$ cat config.mk
export PLATFORM = sky130hd
export DESIGN_NAME = seq_det_scheduler
export DESIGN_NICKNAME = d
export VERILOG_FILES = /design/src/rtl/seq_det_scheduler.sv
export SDC_FILE = /design/constraint.sdc
export NUM_CORES = 1
export LEC_CHECK = 0
export BUFFER_PORTS_ARGS = -buffer_cell sky130_fd_sc_hd__buf_2
export CORE_UTILIZATION = 40
export CTS_CLUSTER_SIZE = 20
export DETAILED_ROUTE_END_ITERATION = 7
export SYNTH_ARGS = -nofsm -noshare
export SYNTH_HDL_FRONTEND = slang
export SYNTH_SLANG_ARGS = --single-unit
$ cat constraint.sdc
create_clock -name clk -period 4.8 [get_ports clk]
set_clock_uncertainty 0.2 [all_clocks]
set_input_delay 0.72 -clock clk [delete_from_list [all_inputs] [get_ports clk]]
set_output_delay 0.72 -clock clk [all_outputs]
set_load 0.01 [all_outputs]
$ cat src/rtl/seq_det_scheduler.sv
// Round-robin scheduler that serializes one requester's word at a time, LSB first, into a
// shared sequence detector and reports the number of detector hits seen for that word.
module seq_det_scheduler #(
  parameter int unsigned N_REQ  = 4,
  parameter int unsigned WORD_W = 5,
  parameter int unsigned CNT_W  = 3,
  parameter int unsigned ID_W   = $clog2(N_REQ)
) (
  input  logic                    clk,
  input  logic                    resetn,
  input  logic [N_REQ-1:0]        req,
  input  logic [N_REQ*WORD_W-1:0] data_in,
  output logic [N_REQ-1:0]        grant,
  output logic                    det_clr,
  output logic                    ser_bit,
  output logic                    ser_valid,
  input  logic                    det_hit,
  output logic                    done,
  output logic [ID_W-1:0]         done_id,
  output logic [CNT_W-1:0]        hit_count
);

  localparam int unsigned BitCntW = $clog2(WORD_W);

  typedef enum logic [2:0] {StIdle, StLoad, StShift, StDrain, StReport} state_e;

  state_e             state_q, state_d;
  logic [ID_W-1:0]    rr_ptr_q, rr_ptr_d;
  logic [ID_W-1:0]    win_id_q, win_id_d;
  logic [WORD_W-1:0]  shreg_q, shreg_d;
  logic [BitCntW-1:0] bit_cnt_q, bit_cnt_d;
  logic [CNT_W-1:0]   cnt_q, cnt_d;
  logic [ID_W-1:0]    done_id_q, done_id_d;
  logic [CNT_W-1:0]   hit_count_q, hit_count_d;

  logic               found;
  logic [ID_W-1:0]    win_sel;
  logic [WORD_W-1:0]  sel_word;
  logic               hit_ok;
  logic [CNT_W-1:0]   cnt_inc;

  // Round-robin search starting at rr_ptr.
  always_comb begin
    found   = 1'b0;
    win_sel = rr_ptr_q;
    for (int unsigned i = 0; i < N_REQ; i++) begin
      logic [ID_W-1:0] idx;
      idx = ID_W'((32'(rr_ptr_q) + i) % N_REQ);
      if (!found && req[idx]) begin
        found   = 1'b1;
        win_sel = idx;
      end
    end
  end

  always_comb begin
    sel_word = '0;
    for (int unsigned i = 0; i < N_REQ; i++) begin
      if (ID_W'(i) == win_sel) sel_word = data_in[i*WORD_W +: WORD_W];
    end
  end

  // det_hit reflects the previous cycle's bit, so it only counts after a SHIFT cycle.
  assign hit_ok  = ((state_q == StShift) && (bit_cnt_q != '0)) || (state_q == StDrain);
  assign cnt_inc = (hit_ok && det_hit && (cnt_q != '1)) ? cnt_q + 1'b1 : cnt_q;

  always_comb begin
    state_d     = state_q;
    rr_ptr_d    = rr_ptr_q;
    win_id_d    = win_id_q;
    shreg_d     = shreg_q;
    bit_cnt_d   = bit_cnt_q;
    cnt_d       = cnt_q;
    done_id_d   = done_id_q;
    hit_count_d = hit_count_q;
    case (state_q)
      StIdle: begin
        if (found) begin
          win_id_d  = win_sel;
          shreg_d   = sel_word;
          bit_cnt_d = '0;
          cnt_d     = '0;
          state_d   = StLoad;
        end
      end
      StLoad: state_d = StShift;
      StShift: begin
        shreg_d = shreg_q >> 1;
        cnt_d   = cnt_inc;
        if (bit_cnt_q == BitCntW'(WORD_W - 1)) begin
          state_d = StDrain;
        end else begin
          bit_cnt_d = bit_cnt_q + 1'b1;
        end
      end
      StDrain: begin
        cnt_d       = cnt_inc;
        done_id_d   = win_id_q;
        hit_count_d = cnt_inc;
        rr_ptr_d    = (win_id_q == ID_W'(N_REQ - 1)) ? '0 : win_id_q + 1'b1;
        state_d     = StReport;
      end
      StReport: state_d = StIdle;
      default:  state_d = StIdle;
    endcase
  end

  always_ff @(posedge clk) begin
    if (!resetn) begin
      state_q     <= StIdle;
      rr_ptr_q    <= '0;
      win_id_q    <= '0;
      shreg_q     <= '0;
      bit_cnt_q   <= '0;
      cnt_q       <= '0;
      done_id_q   <= '0;
      hit_count_q <= '0;
    end else begin
      state_q     <= state_d;
      rr_ptr_q    <= rr_ptr_d;
      win_id_q    <= win_id_d;
      shreg_q     <= shreg_d;
      bit_cnt_q   <= bit_cnt_d;
      cnt_q       <= cnt_d;
      done_id_q   <= done_id_d;
      hit_count_q <= hit_count_d;
    end
  end

  always_comb begin
    grant = '0;
    for (int unsigned i = 0; i < N_REQ; i++) begin
      if ((state_q == StLoad) && (ID_W'(i) == win_id_q)) grant[i] = 1'b1;
    end
  end

  assign det_clr   = (state_q == StLoad);
  assign ser_valid = (state_q == StShift);
  assign ser_bit   = ser_valid & shreg_q[0];
  assign done      = (state_q == StReport);
  assign done_id   = done_id_q;
  assign hit_count = hit_count_q;

endmodule
Word-level counts from Yosys, hierarchy flattened

Cells that the tools add are included.

Add/subtract/negate cells: 6
$lt $le $gt $ge: 4
Equality and inequality tests: 16
Muxes and demuxes: 34
Bitwise operators: 1
Reduce and logical (&&, ||, !) cells: 26

Operators with widths:

| kind                | count |
|---|---|
| $mux 5              | 5 |
| $mux 3              | 5 |
| $lt 2x3->1 const B  | 4 |
| $mux 1              | 12 |
| $pmux 3 s2          | 2 |
| $pmux 3 s4          | 1 |
| $logic_and 1x1->1   | 10 |
| $pmux 5 s2          | 1 |
| $bmux 1 s2          | 4 |
| $eq 2x2->1 const A  | 4 |
| $mux 2              | 4 |
| $reduce_and 2->1    | 4 |
| $add 3x1->3 const B | 2 |
| $eq 3x2->1 const B  | 2 |
| $eq 3x3->1 const B  | 2 |
| $add 2x1->2 const B | 2 |
| $add 2x2->2 const B | 2 |
| $eq 1x2->1 const A  | 2 |
| $logic_not 2->1     | 2 |
| $ne 2x2->1 const B  | 2 |
| $reduce_bool 2->1   | 2 |
| $eq 3x1->1 const B  | 1 |
| $logic_not 1->1     | 3 |
| $logic_not 3->1     | 1 |
| other kinds (8)     | 8 |

Flip-flop bits (word level): 23
Bits of input ports: 27
Logic and storage cells: 95

Longest topological paths before layout

Depth after elaboration: 19
Gate-level depth with buffers: 7
Gate-level depth less buffers: 7

Worst setup path after synthesis

No wires, ideal clock.

Path kind: input -> register
From: input port req[3]
To: register shreg_q[3]
Library setup time: 0.117 ns
Arrival: 1.969 ns
Data required time: 4.483 ns
Path slack: 2.514 ns
Stages on the path: 6
Path buffers: 1
Path through: buf_2 or2_0 a21oi_2 nor3_1 a211o_1 a32o_1

Word-level cells in the longest chain between the ends: 19
Elaborated cells on any way between the ends: 33

RTL lines:

| item                         | RTL line | RTL |
|---|---|---|
| start, declared              | 11       | `input logic [N_REQ-1:0] req,` |
| $bmux 1 s2                   | 49       | `if (!found && req[idx]) begin` |
| $mux 1 (not written as such) | 49       |  |
| $mux 1                       | 49       |  |
| $logic_not 1->1              | 49       |  |
| $logic_and 1x1->1            | 49       |  |
| $mux 1                       | 49       |  |
| $logic_not 1->1              | 49       |  |
| $logic_and 1x1->1            | 49       |  |
| $mux 1                       | 49       |  |
| $logic_not 1->1              | 49       |  |
| $logic_and 1x1->1            | 49       |  |
| $mux 2                       | 49       |  |
| $logic_not 2->1              | 59       | `if (ID_W'(i) == win_sel) sel_word = data_in[i*WORD_W +: WORD_W];` |
| $mux 5 (4 in series)         | 59       |  |
| $mux 5                       | 78       | `if (found) begin` |
| $pmux 5 s2                   | 76       | `case (state_q)` |
| end signal, assigned         | 122      | `shreg_q <= shreg_d;` |
| end, declared                | 30       | `logic [WORD_W-1:0] shreg_q, shreg_d;` |

Parallel ways exist; a longest one is shown, timed or not. The select of a mux whose other input is x is not followed.
A chain may end at the register's enable or synchronous reset.

Final worst setup path

From: register state_q[2]
To: output port ser_valid

Word-level cells in the longest chain between the ends: 1

RTL lines:

| item                   | RTL line | RTL |
|---|---|---|
| start, declared        | 27       | `state_e state_q, state_d;` |
| start signal, assigned | 110      | `state_q <= StIdle;` |
| start signal, assigned | 119      | `state_q <= state_d;` |
| $eq 3x2->1             | 138      | `assign ser_valid = (state_q == StShift);` |
| end, declared          | 16       | `output logic ser_valid,` |

Every way passes these cells.

==> summary.md <==
| Metric | Value |
|---|---|
| Setup violations, final | 0 |
| Ratio of final minimum period to clock period | 0.514 |
| Library cells used by synthesis | 49 |
| TritonRoute pass-1 iters | 5 |
| FMAX | about 410 MHz |
| WL/cell | about 13 um |
| Number of global-route vias before repair | between 1,000 and 1,500 |
| Final net count | between 200 and 250 |
| Critical path origin | state_q[2] |
| Clock transition at the registers of the reported paths | 0.08 ns |
| CTS tree | done |
| DR DRC count | 0 |
| Placed Area | about 1700 um^2 |
| WL final | roughly 3400 um |
| CP Buf/Inv Count | 2 |
| Synthesized area per cell | 8.45 um^2 |
| Cells along the critical path | nor2_1 -> nand2_1 -> inv_1 -> buf_2 |
| GPL Wtd Cong | approximately 0.89 |
| Die H | between 60 and 70 um |
| Max FO, Critical Path | 9 |
| Largest family of logic cells by synthesized area | compound AO/OA/AOI/OAI gates |
| Crit path time final | 2.47 ns |
| Initial antenna violation count | 0 |
| Clk root buf | clkbuf_8 |
| Share of cells above drive strength 1 | 0.222 |
| Port Buf Inserts | 39 |
| Critical R2R Launch | rr_ptr_q[1] |
| Final hold violations | 0 |
| Pin count of the biggest net entering global routing | 25 |
| Synth Area in Adders | 0.0669 |
| RSZ-0062 raised after global routing | false |
| Max Slew Vio Count | 0 |
| 1st-iter DRT viols | 80 |
| Crit path max-delay cell type | nor2_1 |
| CP endpoint kind | output port |
| Num CTS Buffers | 3 |
| Post-CTS Setup Inserts | 0 |
| Area grow syn2layout | 17.7% |
| Sequential area share after synthesis | 0.308 |
| P_leak | between 0.7 and 0.8 nW |
| Vias/cell | about 5.4 |
| Slew HR | 0.478 |
| Status | completed |
| Yosys warns | 0 |
| Worst VDD drop | around 0.19 mV |
| Fillers | 360 |
| I/O Pins | 40 |
| CTS Hold Bufs | 0 |
| Setup TNS | 0 ns |
| Post-CTS Resized | 0 |
| Multiplexer share of the synthesized area | 0.0335 |
| Multi-input logic area | 968 um^2 |
| Antenna Diode Count | 0 |
| Vias | between 1,000 and 1,500 |
| CP max stage delay | 0.45 ns |
| Worst EP arrival | 1.55 ns |
| WHS Endpoint | bit_cnt_q[1] |
| Register area | 460 um^2 |
| Compound-Gate Fraction of Synth Area | 0.275 |
| Hold path depth | 2 |
| Synth top area share | 0.308 |
| Most common cell in the synthesized netlist | dfxtp_1 |
| Worst path required time | 3.88 ns |
| Synthesized flop and latch total | 23 |
| # rows | 21 |
| R2r setup slk | 2.72 ns |
| Synth area leaders | dfxtp_1, ha_1, nand2_1, mux2i_1, nor3b_1 |
| Post-Syn Area | approximately 1500 um^2 |
| Reg-to-reg critical path endpoint | shreg_q[0] |
| Synth Area in XOR/XNOR | 0.0176 |
| Post-synthesis cell count | ~180 |
| First-pass GRT wire length | ~6000 um |
| Crit path max-delay family | simple AND/OR/NAND/NOR gates |
| Finished Cell Area | 1760 um^2 |
| R2R cell count | 5 |
| WS Path Type | reg -> out |
| Most used DFF post-synth | dfxtp_1 |
| Post-synth top area cell | dfxtp_1 |
| HPWL after detailed placement | 2700 um |
| Hold path start | bit_cnt_q[1] |
| Total congestion overflow | 0 |
| Core Box Area | approximately 3500 um^2 |
| Crit path launch type | flop |
| Mapped Nets | 212 |
| P per Cell Area | 296 nW/um^2 |
| Fraction of registers with async set/reset | 0 |
| Worst Tran Pin Value | 0.777 ns |
| H-tree Lvls | 1 |
| Top cells by count, synth | dfxtp_1, nand2_1, inv_1 |
| Post-synthesis simple-gate area fraction | 0.254 |
| CTS max path bufs | 2 |
| EDFF count, synth | 0 |
| MaxCap Viol Count | 0 |
| Die area | ~4000 um^2 |
| Sink Count | 23 |
| Hold WC Path Type | reg -> reg |
| Total track usage | 0.181 |
| Antenna-violating nets left | 0 |
| Die width | roughly 63 um |
| Clock Latency Late Sink | 0.26 ns |
| Initial Util | 0.431 |
[registers in the layout, summed over array words and instances (netlist names)]
register and cells:
done_id 2, win_id_q 2, rr_ptr_q 2, bit_cnt_q 3, shreg_q 5, hit_count 3
state_q 3, cnt_q 3
[how the worst max path moves through the flow]
stage,to,depth (start not counted)
6_report,ser_valid,4
5_1_grt,ser_valid,4
4_1_cts,grant[1],3
3_5_place_dp,shreg_q[0],6
3_3_place_gp,shreg_q[3],6
2_1_floorplan,shreg_q[3],6
[final cells by class]
class,instances,area share
multi-input cells,137,0.550
flip-flops and latches,23,0.262
repair buffers,39,0.111
well taps,46,0.0327
clock buffers,4,0.0256
inverters,9,0.0192
[layout by cell type, fill, tap and decap left out, types with 6 or more instances in the layout]
| master | count |
|---|---|
| dfxtp_1 | 23 |
| and2_1 | 6 |
| a21oi_1 | 7 |
| nor2b_1 | 7 |
| nor2_1 | 7 |
| o21ai_0 | 6 |
| nand2_1 | 18 |
| ha_1 | 8 |
| inv_1 | 9 |
| buf_2 | 39 |
| nor3b_1 | 6 |
[metrics by stage]
step                total power, mW  setup WS, ns   util  hold WS (ns)  std cells
floorplan                     0.359          2.51      -         0.244        177
global placement              0.404          2.41  0.495         0.251        254
detailed placement            0.408          2.32  0.495         0.269        254
CTS                           0.525          2.31  0.508         0.281        258
global route                  0.559          2.15  0.508         0.315        258
finish                        0.521          2.33  0.508         0.277        258
[report_power, final]
part	switching [mW]	internal [mW]	total, mW
registers	0.0284	0.213	0.242
clock network	0.0582	0.0592	0.117
logic	0.0892	0.0721	0.161
[kinds of logic (layout without fill, tap and decap cells)]
family	after synthesis	after routing
AND/OR/NAND/NOR	67	67
adder cells (fa/ha/maj)	8	8
multiplexers	5	5
buffers and inverters	17	52
flip-flops	23	23
AO/OA/AOI/OAI	54	54
XOR/XNOR	3	3
[metal layers]
| metal | GRT usage | part of all wire |
|---|---|---|
| met1 | 0.220 | 0.45 |
| met2 | 0.331 | 0.50 |
| met3 | 0.0199 | 0.040 |
| met4 | 0.0523 | 0.013 |
| met5 | 0 | 0 |
[worst reg2reg max path: stages, from the launching register on]
cell and delay [ns]:
dfxtp_1 0.52, a21boi_0 0.16, o21a_1 0.26, nor3_1 0.46
a211oi_1 0.20, o21ai_0 0.20
Note: power is estimated with default switching activity, not from simulation.
